==> config.mk <==
export PLATFORM = sky130hd
export DESIGN_NAME = parallel_bus_master_flat
export DESIGN_NICKNAME = d
export VERILOG_FILES = /design/src/rtl/parallel_bus_master_if.sv /design/src/rtl/parallel_bus_master.sv /design/src/flat_wrapper.sv
export SDC_FILE = /design/constraint.sdc
export NUM_CORES = 1
export LEC_CHECK = 0
export CAP_MARGIN = 15
export CORE_AREA = 2 2 80 120
export CTS_BUF_LIST = sky130_fd_sc_hd__clkbuf_8
export DETAILED_ROUTE_END_ITERATION = 8
export DIE_AREA = 0 0 82 122
export HOLD_SLACK_MARGIN = 0.15
export PLACE_DENSITY = 0.83
export SLEW_MARGIN = 20
export SYNTH_ARGS = -nofsm -noshare
export SYNTH_HDL_FRONTEND = slang
export SYNTH_SLANG_ARGS = --single-unit
==> constraint.sdc <==
create_clock -name clk -period 4.04 [get_ports clk]
set_input_delay 0.808 -clock clk [delete_from_list [all_inputs] [get_ports clk]]
set_output_delay 0.808 -clock clk [all_outputs]
set_load 0.005 [all_outputs]
==> src/rtl/parallel_bus_master_if.sv <==
// Handshake and pin bundle for parallel_bus_master.
// master: the controller's view; slave: the sequencer/pad-side view.
interface parallel_bus_master_if #(
    parameter int ADDR_WIDTH = 8,
    parameter int DATA_WIDTH = 16,
    parameter int CS_NUM     = 2,
    parameter int LEN_WIDTH  = 8,
    parameter int TIM_WIDTH  = 8
);
    localparam int CS_W = (CS_NUM > 1) ? $clog2(CS_NUM) : 1;

    // Command side
    logic                  start;
    logic                  wr_cmd;
    logic [CS_W-1:0]       cs_sel;
    logic [ADDR_WIDTH-1:0] addr;
    logic [LEN_WIDTH-1:0]  burst_len;
    logic                  wide;
    logic [TIM_WIDTH-1:0]  t_setup;
    logic [TIM_WIDTH-1:0]  t_strobe;
    logic [TIM_WIDTH-1:0]  t_hold;
    logic [DATA_WIDTH-1:0] wdata;
    logic                  wdata_valid;
    logic                  wdata_ready;
    logic [DATA_WIDTH-1:0] rdata;
    logic                  rdata_valid;
    logic                  busy;
    logic                  done;

    // Device pins
    logic                  pwd;
    logic [CS_NUM-1:0]     p_cs_n;
    logic                  p_wr_n;
    logic                  p_rd_n;
    logic [ADDR_WIDTH-1:0] p_addr;
    logic [DATA_WIDTH-1:0] p_wdata;
    logic [DATA_WIDTH-1:0] p_rdata;
    logic                  p_oe;

    modport master (
        input  start, wr_cmd, cs_sel, addr, burst_len, wide,
               t_setup, t_strobe, t_hold, wdata, wdata_valid, p_rdata,
        output wdata_ready, rdata, rdata_valid, busy, done,
               pwd, p_cs_n, p_wr_n, p_rd_n, p_addr, p_wdata, p_oe
    );

    modport slave (
        output start, wr_cmd, cs_sel, addr, burst_len, wide,
               t_setup, t_strobe, t_hold, wdata, wdata_valid, p_rdata,
        input  wdata_ready, rdata, rdata_valid, busy, done,
               pwd, p_cs_n, p_wr_n, p_rd_n, p_addr, p_wdata, p_oe
    );
endinterface

==> src/rtl/parallel_bus_master.sv <==
// Burst master for parallel-port devices with programmable setup/strobe/hold.
// Optional feature macro PARALLEL_BUS_ADDR_INC_EN: when defined, p_addr
// advances by one per word (linear burst); otherwise it stays fixed
// (FIFO-style data register).
module parallel_bus_master #(
    parameter int ADDR_WIDTH = 8,
    parameter int DATA_WIDTH = 16,
    parameter int CS_NUM     = 2,
    parameter int LEN_WIDTH  = 8,
    parameter int TIM_WIDTH  = 8
) (
    input  logic                 clk,
    input  logic                 rst,
    parallel_bus_master_if.master bus
);
    localparam int CS_W = (CS_NUM > 1) ? $clog2(CS_NUM) : 1;
    localparam logic [DATA_WIDTH-1:0] LO_MASK = DATA_WIDTH'(8'hFF);

    typedef enum logic [2:0] {
        S_IDLE, S_WDATA, S_SETUP, S_STROBE, S_HOLD, S_NEXT
    } state_t;

    state_t                state_q, state_d;
    logic [TIM_WIDTH-1:0]  cnt_q, cnt_d;
    logic [LEN_WIDTH-1:0]  rem_q, rem_d;
    logic [ADDR_WIDTH-1:0] addr_q, addr_d;
    logic [CS_W-1:0]       cs_q, cs_d;
    logic                  rd_q, rd_d;
    logic                  wide_q, wide_d;
    logic [TIM_WIDTH-1:0]  tset_q, tset_d;
    logic [TIM_WIDTH-1:0]  tstb_q, tstb_d;
    logic [TIM_WIDTH-1:0]  thld_q, thld_d;
    logic [DATA_WIDTH-1:0] pwdata_q, pwdata_d;
    logic [DATA_WIDTH-1:0] rdata_q, rdata_d;
    logic                  rvld_q, rvld_d;
    logic                  done_q, done_d;
    logic [CS_NUM-1:0]     cs_n;

    // A phase of length t counts down from t-1; zero means one cycle.
    function automatic logic [TIM_WIDTH-1:0] phase_load(input logic [TIM_WIDTH-1:0] t);
        return (t == '0) ? '0 : t - TIM_WIDTH'(1);
    endfunction

    // 8-bit port mode clears the upper byte.
    function automatic logic [DATA_WIDTH-1:0] port_mask(input logic [DATA_WIDTH-1:0] d,
                                                        input logic w);
        return w ? d : (d & LO_MASK);
    endfunction

    // State and datapath registers; every field returns to its idle value on reset.
    always_ff @(posedge clk or negedge rst) begin
        if (!rst) begin
            state_q  <= S_IDLE;
            cnt_q    <= '0;
            rem_q    <= '0;
            addr_q   <= '0;
            cs_q     <= '0;
            rd_q     <= 1'b0;
            wide_q   <= 1'b0;
            tset_q   <= '0;
            tstb_q   <= '0;
            thld_q   <= '0;
            pwdata_q <= '0;
            rdata_q  <= '0;
            rvld_q   <= 1'b0;
            done_q   <= 1'b0;
        end else begin
            state_q  <= state_d;
            cnt_q    <= cnt_d;
            rem_q    <= rem_d;
            addr_q   <= addr_d;
            cs_q     <= cs_d;
            rd_q     <= rd_d;
            wide_q   <= wide_d;
            tset_q   <= tset_d;
            tstb_q   <= tstb_d;
            thld_q   <= thld_d;
            pwdata_q <= pwdata_d;
            rdata_q  <= rdata_d;
            rvld_q   <= rvld_d;
            done_q   <= done_d;
        end
    end

    // Next-state logic: phase sequencing, word counting and data capture.
    always_comb begin
        state_d  = state_q;
        cnt_d    = cnt_q;
        rem_d    = rem_q;
        addr_d   = addr_q;
        cs_d     = cs_q;
        rd_d     = rd_q;
        wide_d   = wide_q;
        tset_d   = tset_q;
        tstb_d   = tstb_q;
        thld_d   = thld_q;
        pwdata_d = pwdata_q;
        rdata_d  = rdata_q;
        rvld_d   = 1'b0;
        done_d   = 1'b0;
        unique case (state_q)
            S_IDLE: begin
                if (bus.start) begin
                    rd_d   = bus.wr_cmd;
                    cs_d   = (int'(bus.cs_sel) >= CS_NUM) ? '0 : bus.cs_sel;
                    addr_d = bus.addr;
                    rem_d  = (bus.burst_len == '0) ? LEN_WIDTH'(1) : bus.burst_len;
                    wide_d = bus.wide;
                    tset_d = bus.t_setup;
                    tstb_d = bus.t_strobe;
                    thld_d = bus.t_hold;
                    cnt_d  = phase_load(bus.t_setup);
                    state_d = bus.wr_cmd ? S_SETUP : S_WDATA;
                end
            end
            S_WDATA: begin
                if (bus.wdata_valid) begin
                    pwdata_d = port_mask(bus.wdata, wide_q);
                    cnt_d    = phase_load(tset_q);
                    state_d  = S_SETUP;
                end
            end
            S_SETUP: begin
                if (cnt_q == '0) begin
                    cnt_d   = phase_load(tstb_q);
                    state_d = S_STROBE;
                end else begin
                    cnt_d = cnt_q - TIM_WIDTH'(1);
                end
            end
            S_STROBE: begin
                if (cnt_q == '0) begin
                    // Read data is captured on the last strobe cycle.
                    if (rd_q) begin
                        rdata_d = port_mask(bus.p_rdata, wide_q);
                        rvld_d  = 1'b1;
                    end
                    cnt_d   = phase_load(thld_q);
                    state_d = S_HOLD;
                end else begin
                    cnt_d = cnt_q - TIM_WIDTH'(1);
                end
            end
            S_HOLD: begin
                if (cnt_q == '0) begin
                    state_d = S_NEXT;
                end else begin
                    cnt_d = cnt_q - TIM_WIDTH'(1);
                end
            end
            S_NEXT: begin
                rem_d = rem_q - LEN_WIDTH'(1);
`ifdef PARALLEL_BUS_ADDR_INC_EN
                addr_d = addr_q + ADDR_WIDTH'(1);
`endif
                if (rem_q == LEN_WIDTH'(1)) begin
                    done_d  = 1'b1;
                    state_d = S_IDLE;
                end else if (rd_q) begin
                    cnt_d   = phase_load(tset_q);
                    state_d = S_SETUP;
                end else begin
                    state_d = S_WDATA;
                end
            end
            default: state_d = S_IDLE;
        endcase
    end

    // Chip select: exactly the latched device is active while a burst runs.
    always_comb begin
        cs_n = '1;
        if (state_q != S_IDLE) cs_n[cs_q] = 1'b0;
    end

    assign bus.busy        = (state_q != S_IDLE);
    assign bus.done        = done_q;
    assign bus.wdata_ready = (state_q == S_WDATA);
    assign bus.rdata       = rdata_q;
    assign bus.rdata_valid = rvld_q;
    assign bus.pwd         = wide_q;
    assign bus.p_cs_n      = cs_n;
    assign bus.p_wr_n      = !((state_q == S_STROBE) && !rd_q);
    assign bus.p_rd_n      = !((state_q == S_STROBE) && rd_q);
    assign bus.p_addr      = addr_q;
    assign bus.p_wdata     = pwdata_q;
    assign bus.p_oe        = (state_q != S_IDLE) && !rd_q;
endmodule

==> src/flat_wrapper.sv <==
// flat-port wrapper written by rule: the top's interface ports become plain ports
module parallel_bus_master_flat 
#(
    parameter int ADDR_WIDTH = 8,
    parameter int DATA_WIDTH = 16,
    parameter int CS_NUM     = 2,
    parameter int LEN_WIDTH  = 8,
    parameter int TIM_WIDTH  = 8
)
  (clk, rst, bus_start, bus_wr_cmd, bus_cs_sel, bus_addr, bus_burst_len, bus_wide, bus_t_setup, bus_t_strobe, bus_t_hold, bus_wdata, bus_wdata_valid, bus_p_rdata, bus_wdata_ready, bus_rdata, bus_rdata_valid, bus_busy, bus_done, bus_pwd, bus_p_cs_n, bus_p_wr_n, bus_p_rd_n, bus_p_addr, bus_p_wdata, bus_p_oe);
  parallel_bus_master_if #(.ADDR_WIDTH(ADDR_WIDTH), .DATA_WIDTH(DATA_WIDTH), .CS_NUM(CS_NUM), .LEN_WIDTH(LEN_WIDTH), .TIM_WIDTH(TIM_WIDTH)) bus_i ();
  input  logic clk;
  input  logic rst;
  input wire logic [$bits(bus_i.start)-1:0] bus_start;
  input wire logic [$bits(bus_i.wr_cmd)-1:0] bus_wr_cmd;
  input wire logic [$bits(bus_i.cs_sel)-1:0] bus_cs_sel;
  input wire logic [$bits(bus_i.addr)-1:0] bus_addr;
  input wire logic [$bits(bus_i.burst_len)-1:0] bus_burst_len;
  input wire logic [$bits(bus_i.wide)-1:0] bus_wide;
  input wire logic [$bits(bus_i.t_setup)-1:0] bus_t_setup;
  input wire logic [$bits(bus_i.t_strobe)-1:0] bus_t_strobe;
  input wire logic [$bits(bus_i.t_hold)-1:0] bus_t_hold;
  input wire logic [$bits(bus_i.wdata)-1:0] bus_wdata;
  input wire logic [$bits(bus_i.wdata_valid)-1:0] bus_wdata_valid;
  input wire logic [$bits(bus_i.p_rdata)-1:0] bus_p_rdata;
  output wire logic [$bits(bus_i.wdata_ready)-1:0] bus_wdata_ready;
  output wire logic [$bits(bus_i.rdata)-1:0] bus_rdata;
  output wire logic [$bits(bus_i.rdata_valid)-1:0] bus_rdata_valid;
  output wire logic [$bits(bus_i.busy)-1:0] bus_busy;
  output wire logic [$bits(bus_i.done)-1:0] bus_done;
  output wire logic [$bits(bus_i.pwd)-1:0] bus_pwd;
  output wire logic [$bits(bus_i.p_cs_n)-1:0] bus_p_cs_n;
  output wire logic [$bits(bus_i.p_wr_n)-1:0] bus_p_wr_n;
  output wire logic [$bits(bus_i.p_rd_n)-1:0] bus_p_rd_n;
  output wire logic [$bits(bus_i.p_addr)-1:0] bus_p_addr;
  output wire logic [$bits(bus_i.p_wdata)-1:0] bus_p_wdata;
  output wire logic [$bits(bus_i.p_oe)-1:0] bus_p_oe;
  assign bus_i.start = bus_start;
  assign bus_i.wr_cmd = bus_wr_cmd;
  assign bus_i.cs_sel = bus_cs_sel;
  assign bus_i.addr = bus_addr;
  assign bus_i.burst_len = bus_burst_len;
  assign bus_i.wide = bus_wide;
  assign bus_i.t_setup = bus_t_setup;
  assign bus_i.t_strobe = bus_t_strobe;
  assign bus_i.t_hold = bus_t_hold;
  assign bus_i.wdata = bus_wdata;
  assign bus_i.wdata_valid = bus_wdata_valid;
  assign bus_i.p_rdata = bus_p_rdata;
  assign bus_wdata_ready = bus_i.wdata_ready;
  assign bus_rdata = bus_i.rdata;
  assign bus_rdata_valid = bus_i.rdata_valid;
  assign bus_busy = bus_i.busy;
  assign bus_done = bus_i.done;
  assign bus_pwd = bus_i.pwd;
  assign bus_p_cs_n = bus_i.p_cs_n;
  assign bus_p_wr_n = bus_i.p_wr_n;
  assign bus_p_rd_n = bus_i.p_rd_n;
  assign bus_p_addr = bus_i.p_addr;
  assign bus_p_wdata = bus_i.p_wdata;
  assign bus_p_oe = bus_i.p_oe;
  parallel_bus_master #(.ADDR_WIDTH(ADDR_WIDTH), .DATA_WIDTH(DATA_WIDTH), .CS_NUM(CS_NUM), .LEN_WIDTH(LEN_WIDTH), .TIM_WIDTH(TIM_WIDTH)) u_core (.clk(clk), .rst(rst), .bus(bus_i));
endmodule
**Word level (Yosys, flattened, before mapping)**

Cells that the tools add are included.

- Flip-flop bits (word level): 88
- Bits of input ports: 79
- Output and inout port bits: 50

- Add/sub/neg operators: 6
- Order comparisons: 2
- Equal/unequal tests: 14
- Mux-type cells: 34
- Bitwise logic cells: 1
- Reduce and logical (&&, ||, !) cells: 23

Operators with widths:

| operator | number |
|---|---|
| 8-bit 2-to-1 mux | 13 |
| 8-bit zero test | 6 |
| 8-bit case mux with 6 select lines | 1 |
| 8-bit by 1-bit subtractor with 8-bit output, second input constant | 6 |
| 16-bit 2-to-1 mux | 2 |
| 3-bit 2-to-1 mux | 6 |
| 3-bit case mux with 6 select lines | 1 |
| 8-bit case mux with 2 select lines | 1 |
| 8-bit by 1-bit equality test with 1-bit output, second input constant | 1 |
| 2-bit by 1-bit inequality test with 1-bit output, second input constant | 4 |
| 2-bit inequality test, second input constant | 4 |
| 3-bit by 2-bit equality test with 1-bit output, second input constant | 2 |
| 3-bit equality test, second input constant | 2 |
| 1-bit 2-to-1 mux | 6 |
| 2-bit 2-to-1 mux | 3 |
| 2-bit AND reduction | 3 |
| 6-bit AND reduction | 1 |
| 6-bit nonzero test | 1 |
| 5-bit AND reduction | 1 |
| 1-bit logical AND | 4 |
| 3-bit by 1-bit equality test with 1-bit output, second input constant | 1 |
| 1-bit zero test | 3 |
| 3-bit zero test | 1 |
| 3-bit AND reduction | 1 |
| 6 further kinds | 6 |

**Longest topological paths before layout**

Gate-level depths: netlist of the first run.

- Word-level depth: 6
- Mapped depth: 9
- Mapped depth without buffers: 7

**Worst setup path after synthesis of the first run**

No wires, ideal clock.

- Kind: input to register
- From: input port bus_t_setup[0]
- To: register u_core.cnt_q[6]
- Library setup time: 141 ps
- Data arrival time: 2137 ps
- Setup slack: 1762 ps
- Stages on the path: 7
- Buffers on the path: 0
- Cell sequence: inv_1 > ha_1 > or3b_2 > nor3_1 > mux2i_1 > o22a_1 > a41oi_1

- Cells in the longest elaborated chain, start to end: 4
- Elaborated cells on any way between the ends: 5

Ends and longest elaborated chain:

| element | RTL line | source |
|---|---|---|
| start, declared | flat_wrapper.sv:20 | `input wire logic [$bits(bus_i.t_setup)-1:0] bus_t_setup;` |
| 8-bit by 1-bit subtractor with 8-bit output / 8-bit zero test (equally long branches) | parallel_bus_master.sv:41 | `return (t == '0) ? '0 : t - TIM_WIDTH'(1);` |
| 8-bit 2-to-1 mux * | parallel_bus_master.sv:41 |  |
| 8-bit 2-to-1 mux * | parallel_bus_master.sv:103 | `if (bus.start) begin` |
| 8-bit case mux with 6 select lines * | parallel_bus_master.sv:101 | `unique case (state_q)` |
| end signal, assigned | parallel_bus_master.sv:69 | `cnt_q <= cnt_d;` |
| end, declared | parallel_bus_master.sv:24 | `logic [TIM_WIDTH-1:0] cnt_q, cnt_d;` |

Every way passes the cells marked *; elsewhere a longest branch is shown, timed or not. The select of a mux whose other input is x is not followed.
A chain may end at the register's enable or synchronous reset.

**Worst setup path in the final report of the first run**

- From: register u_core.state_q[2]
- To: output port bus_p_cs_n[0]

- Cells in the longest elaborated chain, start to end: 2

Ends and longest elaborated chain:

| element | RTL line | source |
|---|---|---|
| start, declared | parallel_bus_master.sv:23 | `state_t state_q, state_d;` |
| start signal, assigned | parallel_bus_master.sv:68 | `state_q <= state_d;` |
| 3-bit nonzero test | parallel_bus_master.sv:173 | `if (state_q != S_IDLE) cs_n[cs_q] = 1'b0;` |
| 2-bit 2-to-1 mux | parallel_bus_master.sv:173 |  |
| end, declared | flat_wrapper.sv:32 | `output wire logic [$bits(bus_i.p_cs_n)-1:0] bus_p_cs_n;` |

No other way between the ends.

==> impl_results.html, run 1 <==
<table>
<tr><th>Metric</th><th>Value</th></tr>
<tr><th colspan="2">CTS</th></tr>
<tr><td>Clock sink total</td><td>88</td></tr>
<tr><td>Reg clk slew, reported paths</td><td>around 0.080 ns</td></tr>
<tr><td>Number of buffers inserted by post-CTS setup repair</td><td>0</td></tr>
<tr><td>Inserted Clock Buffers</td><td>9</td></tr>
<tr><td>Skew-Pair Late Insertion Delay</td><td>approximately 0.36 ns</td></tr>
<tr><td>CTS tree</td><td>yes</td></tr>
<tr><td>Hold_buf cts</td><td>0</td></tr>
<tr><td>Post-CTS sizing</td><td>0</td></tr>
<tr><td>Clock Tree Buf Depth</td><td>2</td></tr>
<tr><td>Level count of the clock H-tree</td><td>3</td></tr>
<tr><td>CTS root buffer</td><td>clkbuf_8</td></tr>
<tr><th colspan="2">STA</th></tr>
<tr><td>Setup total negative slack</td><td>0 ns</td></tr>
<tr><td>Pins over their slew limit</td><td>0</td></tr>
<tr><td>Fraction of the cycle the final worst path needs</td><td>approximately four fifths</td></tr>
<tr><td>Setup violations, final</td><td>0</td></tr>
<tr><td>Least-Margin Pin Slew</td><td>between 0.8 and 0.9 ns</td></tr>
<tr><td>RSZ-0062 raised after global routing</td><td>false</td></tr>
<tr><td>Clock tree skew after final layout</td><td>around 0.010 ns</td></tr>
<tr><td>Hold Fails Final Rpt</td><td>0</td></tr>
<tr><td>Fmax</td><td>0.316 GHz</td></tr>
<tr><td>Shortest clock period the worst path allows after layout</td><td>3.17 ns</td></tr>
<tr><td>Worst slew margin relative to its limit</td><td>between 40% and 50%</td></tr>
<tr><th colspan="2">Power</th></tr>
<tr><td>Proportion of power drawn by combinational gates</td><td>~8%</td></tr>
<tr><td>Power density normalized to cell area</td><td>approximately 250 mW/mm^2</td></tr>
<tr><td>Tot Pwr</td><td>around 1.6 mW</td></tr>
<tr><td>Switching Share</td><td>between 20 and 25%</td></tr>
<tr><td>Power share of the sequential group</td><td>~56%</td></tr>
<tr><td>Leakage power of the design</td><td>2.75 nW</td></tr>
<tr><td>Psw</td><td>roughly 350 uW</td></tr>
<tr><td>Worst vdd rail ir drop</td><td>about 220 uV</td></tr>
<tr><td>Cell-internal power</td><td>approximately 1.2 mW</td></tr>
<tr><td>Relative contribution of the clock network to total power</td><td>between 30 and 40%</td></tr>
<tr><th colspan="2">Setup path</th></tr>
<tr><td>Capturing point of the worst reg2reg path</td><td>u_core.cnt_q[5]</td></tr>
<tr><td>Worst Path Class, Setup</td><td>flip-flop to primary output</td></tr>
<tr><td>CP startpoint kind</td><td>flip-flop</td></tr>
<tr><td>Largest incremental delay on the critical path</td><td>0.57 ns</td></tr>
<tr><td>CP required</td><td>3.23 ns</td></tr>
<tr><td>Kind of cell adding the most delay to the critical path</td><td>buffers and inverters</td></tr>
<tr><td>Reg2Reg Depth</td><td>4</td></tr>
<tr><td>Register-to-register path setup slack</td><td>between 1.5 and 2 ns</td></tr>
<tr><td>Combined buffer and inverter count along the critical path</td><td>2</td></tr>
<tr><td>Series of cell instances along the critical path</td><td>nor3_1 &gt; inv_1 &gt; nand2b_1 &gt; clkdlybuf4s50_1</td></tr>
<tr><td>Endpoint type of the worst setup path</td><td>primary output</td></tr>
<tr><td>Highest fanout seen on the critical path</td><td>18</td></tr>
<tr><td>Reg-to-Reg Start</td><td>u_core.state_q[2]</td></tr>
<tr><td>Critical path arrival</td><td>2.36 ns</td></tr>
<tr><td>Slowest stage cell on the critical path</td><td>dfrtp_1</td></tr>
<tr><th colspan="2">Place</th></tr>
<tr><td>Post-detailed-placement cell area</td><td>0.00608 mm^2</td></tr>
<tr><td>GPL Wtd Cong</td><td>approximately 0.9</td></tr>
<tr><td>Placed wire-length estimate</td><td>around 9.6 mm</td></tr>
<tr><td>Number of port buffers</td><td>around 130</td></tr>
<tr><th colspan="2">Synthesis</th></tr>
<tr><td>Synth Register Bits</td><td>88</td></tr>
<tr><td>Synthesized cell area</td><td>about 0.0048 mm^2</td></tr>
<tr><td>EDFF count, synth</td><td>0</td></tr>
<tr><td>Ranking of synthesized cells by area</td><td>dfrtp_1 46%, nand2_1 11%, mux2_2 4.0%</td></tr>
<tr><td>Synthesized instance count</td><td>approximately 530</td></tr>
<tr><td>Post-synthesis cell type count</td><td>between 50 and 60</td></tr>
<tr><td>Yosys top cell area share</td><td>between 40% and 50%</td></tr>
<tr><td>Share of the yosys chip area belonging to registers</td><td>between 40% and 50%</td></tr>
<tr><td>Proportion of register bits with asynchronous set or reset after synthesis</td><td>100%</td></tr>
<tr><td>Post-Syn Nets</td><td>615</td></tr>
<tr><td>Yosys synthesis warning count</td><td>0</td></tr>
<tr><td>Post-Synthesis Mean Instance Area</td><td>slightly above 9 um^2</td></tr>
<tr><td>Commonest cells in the synthesized netlist</td><td>145 x nand2_1, 88 x dfrtp_1, 37 x o21ai_0, 25 x inv_1, 20 x nor2_1</td></tr>
<tr><td>Primary flip-flop cell chosen by synthesis mapping</td><td>dfrtp_1</td></tr>
<tr><td>Cell taking the most area after synthesis</td><td>dfrtp_1</td></tr>
<tr><td>Most frequent cell after synthesis</td><td>nand2_1</td></tr>
<tr><th colspan="2">Floorplan</th></tr>
<tr><td>Std-Cell Rows</td><td>43</td></tr>
<tr><td>Die span in y</td><td>around 120 um</td></tr>
<tr><td>Effective utilization at floorplan</td><td>between 50% and 60%</td></tr>
<tr><td>Die width</td><td>82 um</td></tr>
<tr><td>Core Box Area</td><td>0.00904 mm^2</td></tr>
<tr><td>I/O pin count</td><td>roughly 130</td></tr>
<tr><td>Die Footprint</td><td>approximately 0.01 mm^2</td></tr>
<tr><th colspan="2">Global route</th></tr>
<tr><td>Met1 usage</td><td>29.4%</td></tr>
<tr><td>Number of antenna violations at the first check in global routing</td><td>0</td></tr>
<tr><td>All-Layer GR Usage</td><td>26.7%</td></tr>
<tr><td>Met3 Use GR</td><td>~7%</td></tr>
<tr><td>Met2 GRT Util</td><td>a little under half</td></tr>
<tr><td>Aggregate global routing overflow</td><td>0</td></tr>
<tr><td>Layer with the highest usage after global routing</td><td>met2</td></tr>
<tr><td>Vias in the first global route</td><td>between 4000 and 5000</td></tr>
<tr><td>Pin count of the biggest net entering global routing</td><td>84</td></tr>
<tr><td>First-pass GRT wire length</td><td>between 20 and 25 mm</td></tr>
<tr><th colspan="2">Route</th></tr>
<tr><td>Vias per cell</td><td>5.68</td></tr>
<tr><td>Average routed wire per standard cell</td><td>about 17 um</td></tr>
<tr><td>Pre-antenna DRT Iters</td><td>5</td></tr>
<tr><td>Number of vias after detailed routing</td><td>between 4000 and 5000</td></tr>
<tr><td>Post-route antenna net violation count</td><td>0</td></tr>
<tr><td>Iteration-0 DRC Markers</td><td>between 300 and 400</td></tr>
<tr><td>DRT Wirelength</td><td>between 10 and 15 mm</td></tr>
<tr><td>DRC violation count after routing</td><td>0</td></tr>
<tr><th colspan="2">Final layout</th></tr>
<tr><td>Final nets</td><td>~730</td></tr>
<tr><td>Fill cells</td><td>707</td></tr>
<tr><td>Final instance area</td><td>around 0.0063 mm^2</td></tr>
<tr><td>Share of post-route cells with drive strength above 1</td><td>about 7.4%</td></tr>
<tr><td>Area of the multi-input gates</td><td>approximately 0.0023 mm^2</td></tr>
<tr><td>Growth of design area from synthesis to finish</td><td>31.7%</td></tr>
<tr><td>Total area of sequential cells</td><td>0.00220 mm^2</td></tr>
<tr><td>Antenna diode count</td><td>0</td></tr>
<tr><th colspan="2">Outcome</th></tr>
<tr><td>Run status</td><td>finished, final reports clean</td></tr>
<tr><th colspan="2">Flow run</th></tr>
<tr><td>Maxcap violations</td><td>0</td></tr>
<tr><th colspan="2">Min path</th></tr>
<tr><td>Hold/Removal Path Class</td><td>primary input to async pin</td></tr>
</table>
[logic make-up (layout without fill, tap and decap cells)]
logic type               count (synthesis)  after routing  share of synthesized area (%)
AND/OR/NAND/NOR                        233            233                           22.8
buffers and inverters                   48            172                           4.42
multiplexers                            21             21                           4.86
flip-flops                              88             88                           46.3
adder cells (fa/ha/maj)                 11             11                           2.89
XOR/XNOR                                17             17                           3.13
AO/OA/AOI/OAI                          107            107                           15.6
[metal layers]
metal,vias to the layer above,share of wire [%]
met5,-,0
met4,0,5.0
met3,45,7.1
met2,197,51
met1,2022,37
li1,2059,-
[placed cells by master (no fill, tap or decap), types with 3 or more instances in the layout]
cell and instances:
a211oi_1 3, a21oi_1 17, a221o_1 3, a31oi_1 3
buf_4 3, clkbuf_8 11, clkdlybuf4s50_1 127, dfrtp_1 88
ha_1 11, inv_1 26, mux2_2 17, mux2i_1 4
nand2_1 145, nand2b_1 6, nand3_1 5, nand4_1 3
nor2_1 20, nor2b_1 4, nor3_1 10, nor3b_1 11
nor4_1 8, o2111ai_1 3, o211ai_1 4, o21ai_0 37
o221ai_1 3, o22ai_1 10, or4_1 5, xnor2_1 15
[registers in the layout, summed over array words and instances (netlist names)]
register,count
u_core.bus.done,1
u_core.bus.p_addr,8
u_core.bus.p_wdata,16
u_core.bus.pwd,1
u_core.bus.rdata,16
u_core.bus.rdata_valid,1
u_core.cnt_q,8
u_core.cs_q,1
u_core.rd_q,1
u_core.rem_q,8
u_core.state_q,3
u_core.thld_q,8
u_core.tset_q,8
u_core.tstb_q,8
[power groups by stage]
| stage | clock, mW | sequential (mW) | combinational (mW) |
|---|---|---|---|
| 2_1_floorplan | 0 | 0.904 | 0.0126 |
| 3_3_place_gp | 0 | 0.903 | 0.122 |
| 4_1_cts | 0.583 | 0.886 | 0.126 |
| 6_report | 0.562 | 0.886 | 0.125 |
| 5_1_grt | 0.609 | 0.887 | 0.135 |
| 3_5_place_dp | 0 | 0.904 | 0.125 |
[worst max-delay path by stage]
| stage | startpoint | end | slack (ns) | cells after the start |
|---|---|---|---|---|
| global route | u_core.state_q[2] | bus_p_cs_n[0] | 0.72 | 4 |
| global placement | bus_t_setup[0] | u_core.cnt_q[4] | 1.14 | 8 |
| detailed placement | bus_t_setup[0] | u_core.cnt_q[4] | 1.06 | 8 |
| floorplan | bus_t_setup[0] | u_core.cnt_q[6] | 1.76 | 7 |
| finish | u_core.state_q[2] | bus_p_cs_n[0] | 0.87 | 4 |
| CTS | u_core.state_q[2] | bus_p_cs_n[0] | 0.91 | 4 |
[cell type report]
class,count,area share (%)
multi-input combinational,389,37.4
sequential,88,35.1
timing repair buffer,131,20.8
clock buffer,11,2.42
tap,112,2.24
inverter,25,1.50
clock inverter,5,0.479
[per-stage QoR]
stage          instances  utilization [%]  setup slack [ns]  hold WS (ns)
4_1_cts              761             69.3             0.913         0.486
2_1_floorplan        525                -              1.76         0.459
3_3_place_gp         745             67.3              1.14         0.457
3_5_place_dp         745             67.3              1.06         0.466
6_report             761             69.4             0.874         0.472
5_1_grt              761             69.4             0.721         0.514
Power figures use the tool's default switching activity.
==> run 2: changes to the inputs <==
--- a/config.mk
+++ b/config.mk
@@ -6,12 +6,12 @@
 export NUM_CORES = 1
 export LEC_CHECK = 0
 export CAP_MARGIN = 15
-export CORE_AREA = 2 2 80 120
+export CORE_AREA = 2 2 83 125
 export CTS_BUF_LIST = sky130_fd_sc_hd__clkbuf_8
 export DETAILED_ROUTE_END_ITERATION = 8
-export DIE_AREA = 0 0 82 122
+export DIE_AREA = 0 0 85 127
 export HOLD_SLACK_MARGIN = 0.15
-export PLACE_DENSITY = 0.83
+export PLACE_DENSITY = 0.77
 export SLEW_MARGIN = 20
 export SYNTH_ARGS = -nofsm -noshare
 export SYNTH_HDL_FRONTEND = slang
==> constraint.sdc (replaced) <==
create_clock -name clk -period 3.09 [get_ports clk]
set_input_delay 0.618 -clock clk [delete_from_list [all_inputs] [get_ports clk]]
set_output_delay 0.618 -clock clk [all_outputs]
set_load 0.005 [all_outputs]
==> run 2 against run 1 <==
Net effect:
- register-to-register slack got worse by 1.0 ns
- critical path type unchanged
- sequential share of layout area decreased by 0.28 points
- clock power increased by 44%
- global-route usage decreased by 0.48 points
- non-clock buffer count increased by 3
- combinational power increased by 32%
- largest cell class unchanged
- highest routed layer unchanged
- worst hold slack got worse by 0.27 ns
- cell area increased by 0.80%
- sequential power increased by 31%
- critical endpoint unchanged
==> impl_results.html, run 2 (synthesized netlist as in run 1, its figures left out) <==
<table>
<tr><th>Metric</th><th>Value</th></tr>
<tr><th colspan="2">Route</th></tr>
<tr><td>DRC violation count after routing</td><td>0 (unchanged)</td></tr>
<tr><td>Number of vias after detailed routing</td><td>4353 (+0.69%)</td></tr>
<tr><td>Iteration-0 DRC Markers</td><td>319 (-8.9%)</td></tr>
<tr><td>Average routed wire per standard cell</td><td>17.6 um (+5.5%)</td></tr>
<tr><td>Vias per cell</td><td>5.68 (about the same)</td></tr>
<tr><td>Pre-antenna DRT Iters</td><td>5 (unchanged)</td></tr>
<tr><td>DRT Wirelength</td><td>13.5 mm (+6.3%)</td></tr>
<tr><td>Post-route antenna net violation count</td><td>0 (unchanged)</td></tr>
<tr><th colspan="2">Final layout</th></tr>
<tr><td>Post-route core utilization</td><td>65.6% (-3.8 points)</td></tr>
<tr><td>Final nets</td><td>737 (+0.41%)</td></tr>
<tr><td>Highest-count cells in the layout ignoring fill and taps</td><td>145 x nand2_1, 127 x clkdlybuf4s50_1, 88 x dfrtp_1</td></tr>
<tr><td>Share of post-route cells with drive strength above 1</td><td>7.98% (+0.58 points)</td></tr>
<tr><td>Antenna diode count</td><td>0 (unchanged)</td></tr>
<tr><td>Growth of design area from synthesis to finish</td><td>32.8%</td></tr>
<tr><td>Commonest non-fill, non-tap cell in the layout</td><td>nand2_1</td></tr>
<tr><td>Post-route insts no fill</td><td>767 (+0.79%)</td></tr>
<tr><th colspan="2">CTS</th></tr>
<tr><td>CTS root buffer</td><td>clkbuf_8</td></tr>
<tr><td>Post-CTS sizing</td><td>0 (unchanged)</td></tr>
<tr><td>Reg clk slew, reported paths</td><td>0.09 ns (about the same)</td></tr>
<tr><td>Number of buffers inserted by post-CTS setup repair</td><td>0 (unchanged)</td></tr>
<tr><td>Hold_buf cts</td><td>0 (unchanged)</td></tr>
<tr><td>Clock sink total</td><td>88 (unchanged)</td></tr>
<tr><td>Skew-Pair Late Insertion Delay</td><td>0.36 ns (about the same)</td></tr>
<tr><td>CTS tree</td><td>yes</td></tr>
<tr><td>Level count of the clock H-tree</td><td>3 (unchanged)</td></tr>
<tr><td>Inserted Clock Buffers</td><td>9 (unchanged)</td></tr>
<tr><td>Clock Tree Buf Depth</td><td>2 (unchanged)</td></tr>
<tr><th colspan="2">Setup path</th></tr>
<tr><td>Series of cell instances along the critical path</td><td>nor3_1 &gt; inv_1 &gt; nand2b_1 &gt; clkdlybuf4s50_1</td></tr>
<tr><td>Slowest stage cell on the critical path</td><td>dfrtp_1</td></tr>
<tr><td>Critical path arrival</td><td>2.27 ns (-0.09 ns)</td></tr>
<tr><td>Highest fanout seen on the critical path</td><td>17 (-1)</td></tr>
<tr><td>Worst Path Class, Setup</td><td>flip-flop to primary output</td></tr>
<tr><td>CP required</td><td>2.47 ns (-0.76 ns)</td></tr>
<tr><td>Largest incremental delay on the critical path</td><td>0.54 ns (-0.03 ns)</td></tr>
<tr><td>CP startpoint kind</td><td>flip-flop</td></tr>
<tr><td>Endpoint type of the worst setup path</td><td>primary output</td></tr>
<tr><th colspan="2">STA</th></tr>
<tr><td>Pins over their slew limit</td><td>0 (unchanged)</td></tr>
<tr><td>Clock tree skew after final layout</td><td>0.00981 ns (-0.000395 ns)</td></tr>
<tr><td>Fmax</td><td>~0.35 GHz</td></tr>
<tr><td>PnR worst setup slack</td><td>0.205 ns (-0.669 ns)</td></tr>
<tr><td>RSZ-0062 raised after global routing</td><td>false</td></tr>
<tr><td>Setup violations, final</td><td>0 (unchanged)</td></tr>
<tr><td>Shortest clock period the worst path allows after layout</td><td>between 2 and 3 ns</td></tr>
<tr><td>Least-Margin Pin Slew</td><td>0.814 ns (+0.00414 ns)</td></tr>
<tr><td>Fraction of the cycle the final worst path needs</td><td>approximately 93%</td></tr>
<tr><td>Hold Fails Final Rpt</td><td>0 (unchanged)</td></tr>
<tr><td>Setup total negative slack</td><td>0 ns (unchanged)</td></tr>
<tr><td>Worst slew margin relative to its limit</td><td>45.6% (-0.41 points)</td></tr>
<tr><th colspan="2">Power</th></tr>
<tr><td>Power share of the sequential group</td><td>54.4% (-1.9 points)</td></tr>
<tr><td>Worst vdd rail ir drop</td><td>280 uV (+26%)</td></tr>
<tr><td>Switching Share</td><td>23.0% (+0.61 points)</td></tr>
<tr><td>Cell-internal power</td><td>1.64 mW (+34%)</td></tr>
<tr><td>Power density normalized to cell area</td><td>337 mW/mm^2 (+34%)</td></tr>
<tr><td>Psw</td><td>490 uW (+39%)</td></tr>
<tr><td>Leakage power of the design</td><td>2.77 nW (+0.96%)</td></tr>
<tr><td>Relative contribution of the clock network to total power</td><td>37.9% (+2.2 points)</td></tr>
<tr><td>Proportion of power drawn by combinational gates</td><td>7.7% (-0.2 points)</td></tr>
<tr><th colspan="2">Floorplan</th></tr>
<tr><td>Effective utilization at floorplan</td><td>49.4% (-3.3 points)</td></tr>
<tr><td>I/O pin count</td><td>129 (unchanged)</td></tr>
<tr><td>Core Box Area</td><td>0.00963 mm^2 (+6.6%)</td></tr>
<tr><td>Std-Cell Rows</td><td>44 (+2.3%)</td></tr>
<tr><td>Die width</td><td>85 um (+3.7%)</td></tr>
<tr><td>Die Footprint</td><td>0.0108 mm^2 (+7.9%)</td></tr>
<tr><td>Die span in y</td><td>127 um (+4.1%)</td></tr>
<tr><th colspan="2">Flow run</th></tr>
<tr><td>Maxcap violations</td><td>0 (unchanged)</td></tr>
<tr><th colspan="2">Global route</th></tr>
<tr><td>Aggregate global routing overflow</td><td>0 (unchanged)</td></tr>
<tr><td>Vias in the first global route</td><td>4550 (+2.7%)</td></tr>
<tr><td>Pin count of the biggest net entering global routing</td><td>54 (-36%)</td></tr>
<tr><td>First-pass GRT wire length</td><td>22.3 mm (+8.6%)</td></tr>
<tr><td>All-Layer GR Usage</td><td>26.2% (-0.48 points)</td></tr>
<tr><td>Number of antenna violations at the first check in global routing</td><td>0 (unchanged)</td></tr>
<tr><th colspan="2">Place</th></tr>
<tr><td>GPL Wtd Cong</td><td>0.964 (+5.6%)</td></tr>
<tr><td>Number of port buffers</td><td>128 (unchanged)</td></tr>
<tr><td>Post-Place Setup Slack</td><td>0.291 ns (-0.767 ns)</td></tr>
<tr><td>Placed wire-length estimate</td><td>10.4 mm (+8.5%)</td></tr>
<tr><td>Post-Place Cells</td><td>751 (+0.81%)</td></tr>
<tr><th colspan="2">Outcome</th></tr>
<tr><td>Run status</td><td>finished, final reports clean</td></tr>
<tr><th colspan="2">Min path</th></tr>
<tr><td>Hold/Removal Path Class</td><td>primary input to async pin</td></tr>
</table>
[run 2: cell type report]
cell class | instances | area, um^2
repair buffers | 134 | 1340
inverters | 25 | 93.8
clock buffers | 9 | 124
well taps | 115 | 144
clock inverters | 7 | 71.3
flip-flops and latches | 88 | 2200
fillers | 791 | 3320
multi-input cells | 389 | 2350
[run 2: metal layers]
metal  track usage (%)  wire length, um  share of wire [%]
met1              28.3             5040                 37
met2              46.2             6860                 51
met3              7.56              942                7.0
met4              13.4              679                5.0
met5                 0                0                  0
[run 2: path summary, 6_finish.rpt]
path / from / endpoint / slack (ns) / depth (start not counted)
min reg2reg: u_core.bus.p_addr[5] / u_core.bus.p_addr[5] / 0.48 / 2
max reg2reg: u_core.cnt_q[0] / u_core.cnt_q[5] / 0.49 / 7
max in group asynchronous: rst / u_core.state_q[1] / 2.23 / 2
min: rst / u_core.thld_q[1] / 0.20 / 1
max: u_core.state_q[1] / bus_p_cs_n[0] / 0.21 / 4
min in group clk: u_core.bus.p_addr[5] / u_core.bus.p_addr[5] / 0.48 / 2
[run 2: critical path: cells and delay by family, from the launching register on]
kind          cells  cell delay [ns]
flops             1             0.54
buf+inv           2             0.75
simple gates      2             0.62
[run 2: stage by stage]
stage	hold slack, ns	area (um^2)	power (mW)
after floorplan	0.322	4760	1.20
after global placement	0.457	6120	1.35
after detailed placement	0.462	6120	1.35
after CTS	0.206	6320	2.15
after global routing	0.217	6320	2.22
final	0.197	6320	2.13
[run 2: power groups by stage]
stage                     clock network, mW  logic [mW]  registers (mW)
after floorplan                           0      0.0164            1.18
after CTS                             0.825       0.167            1.16
final                                 0.807       0.165            1.16
after global placement                    0       0.165            1.18
after detailed placement                  0       0.166            1.18
after global routing                  0.877       0.179            1.16
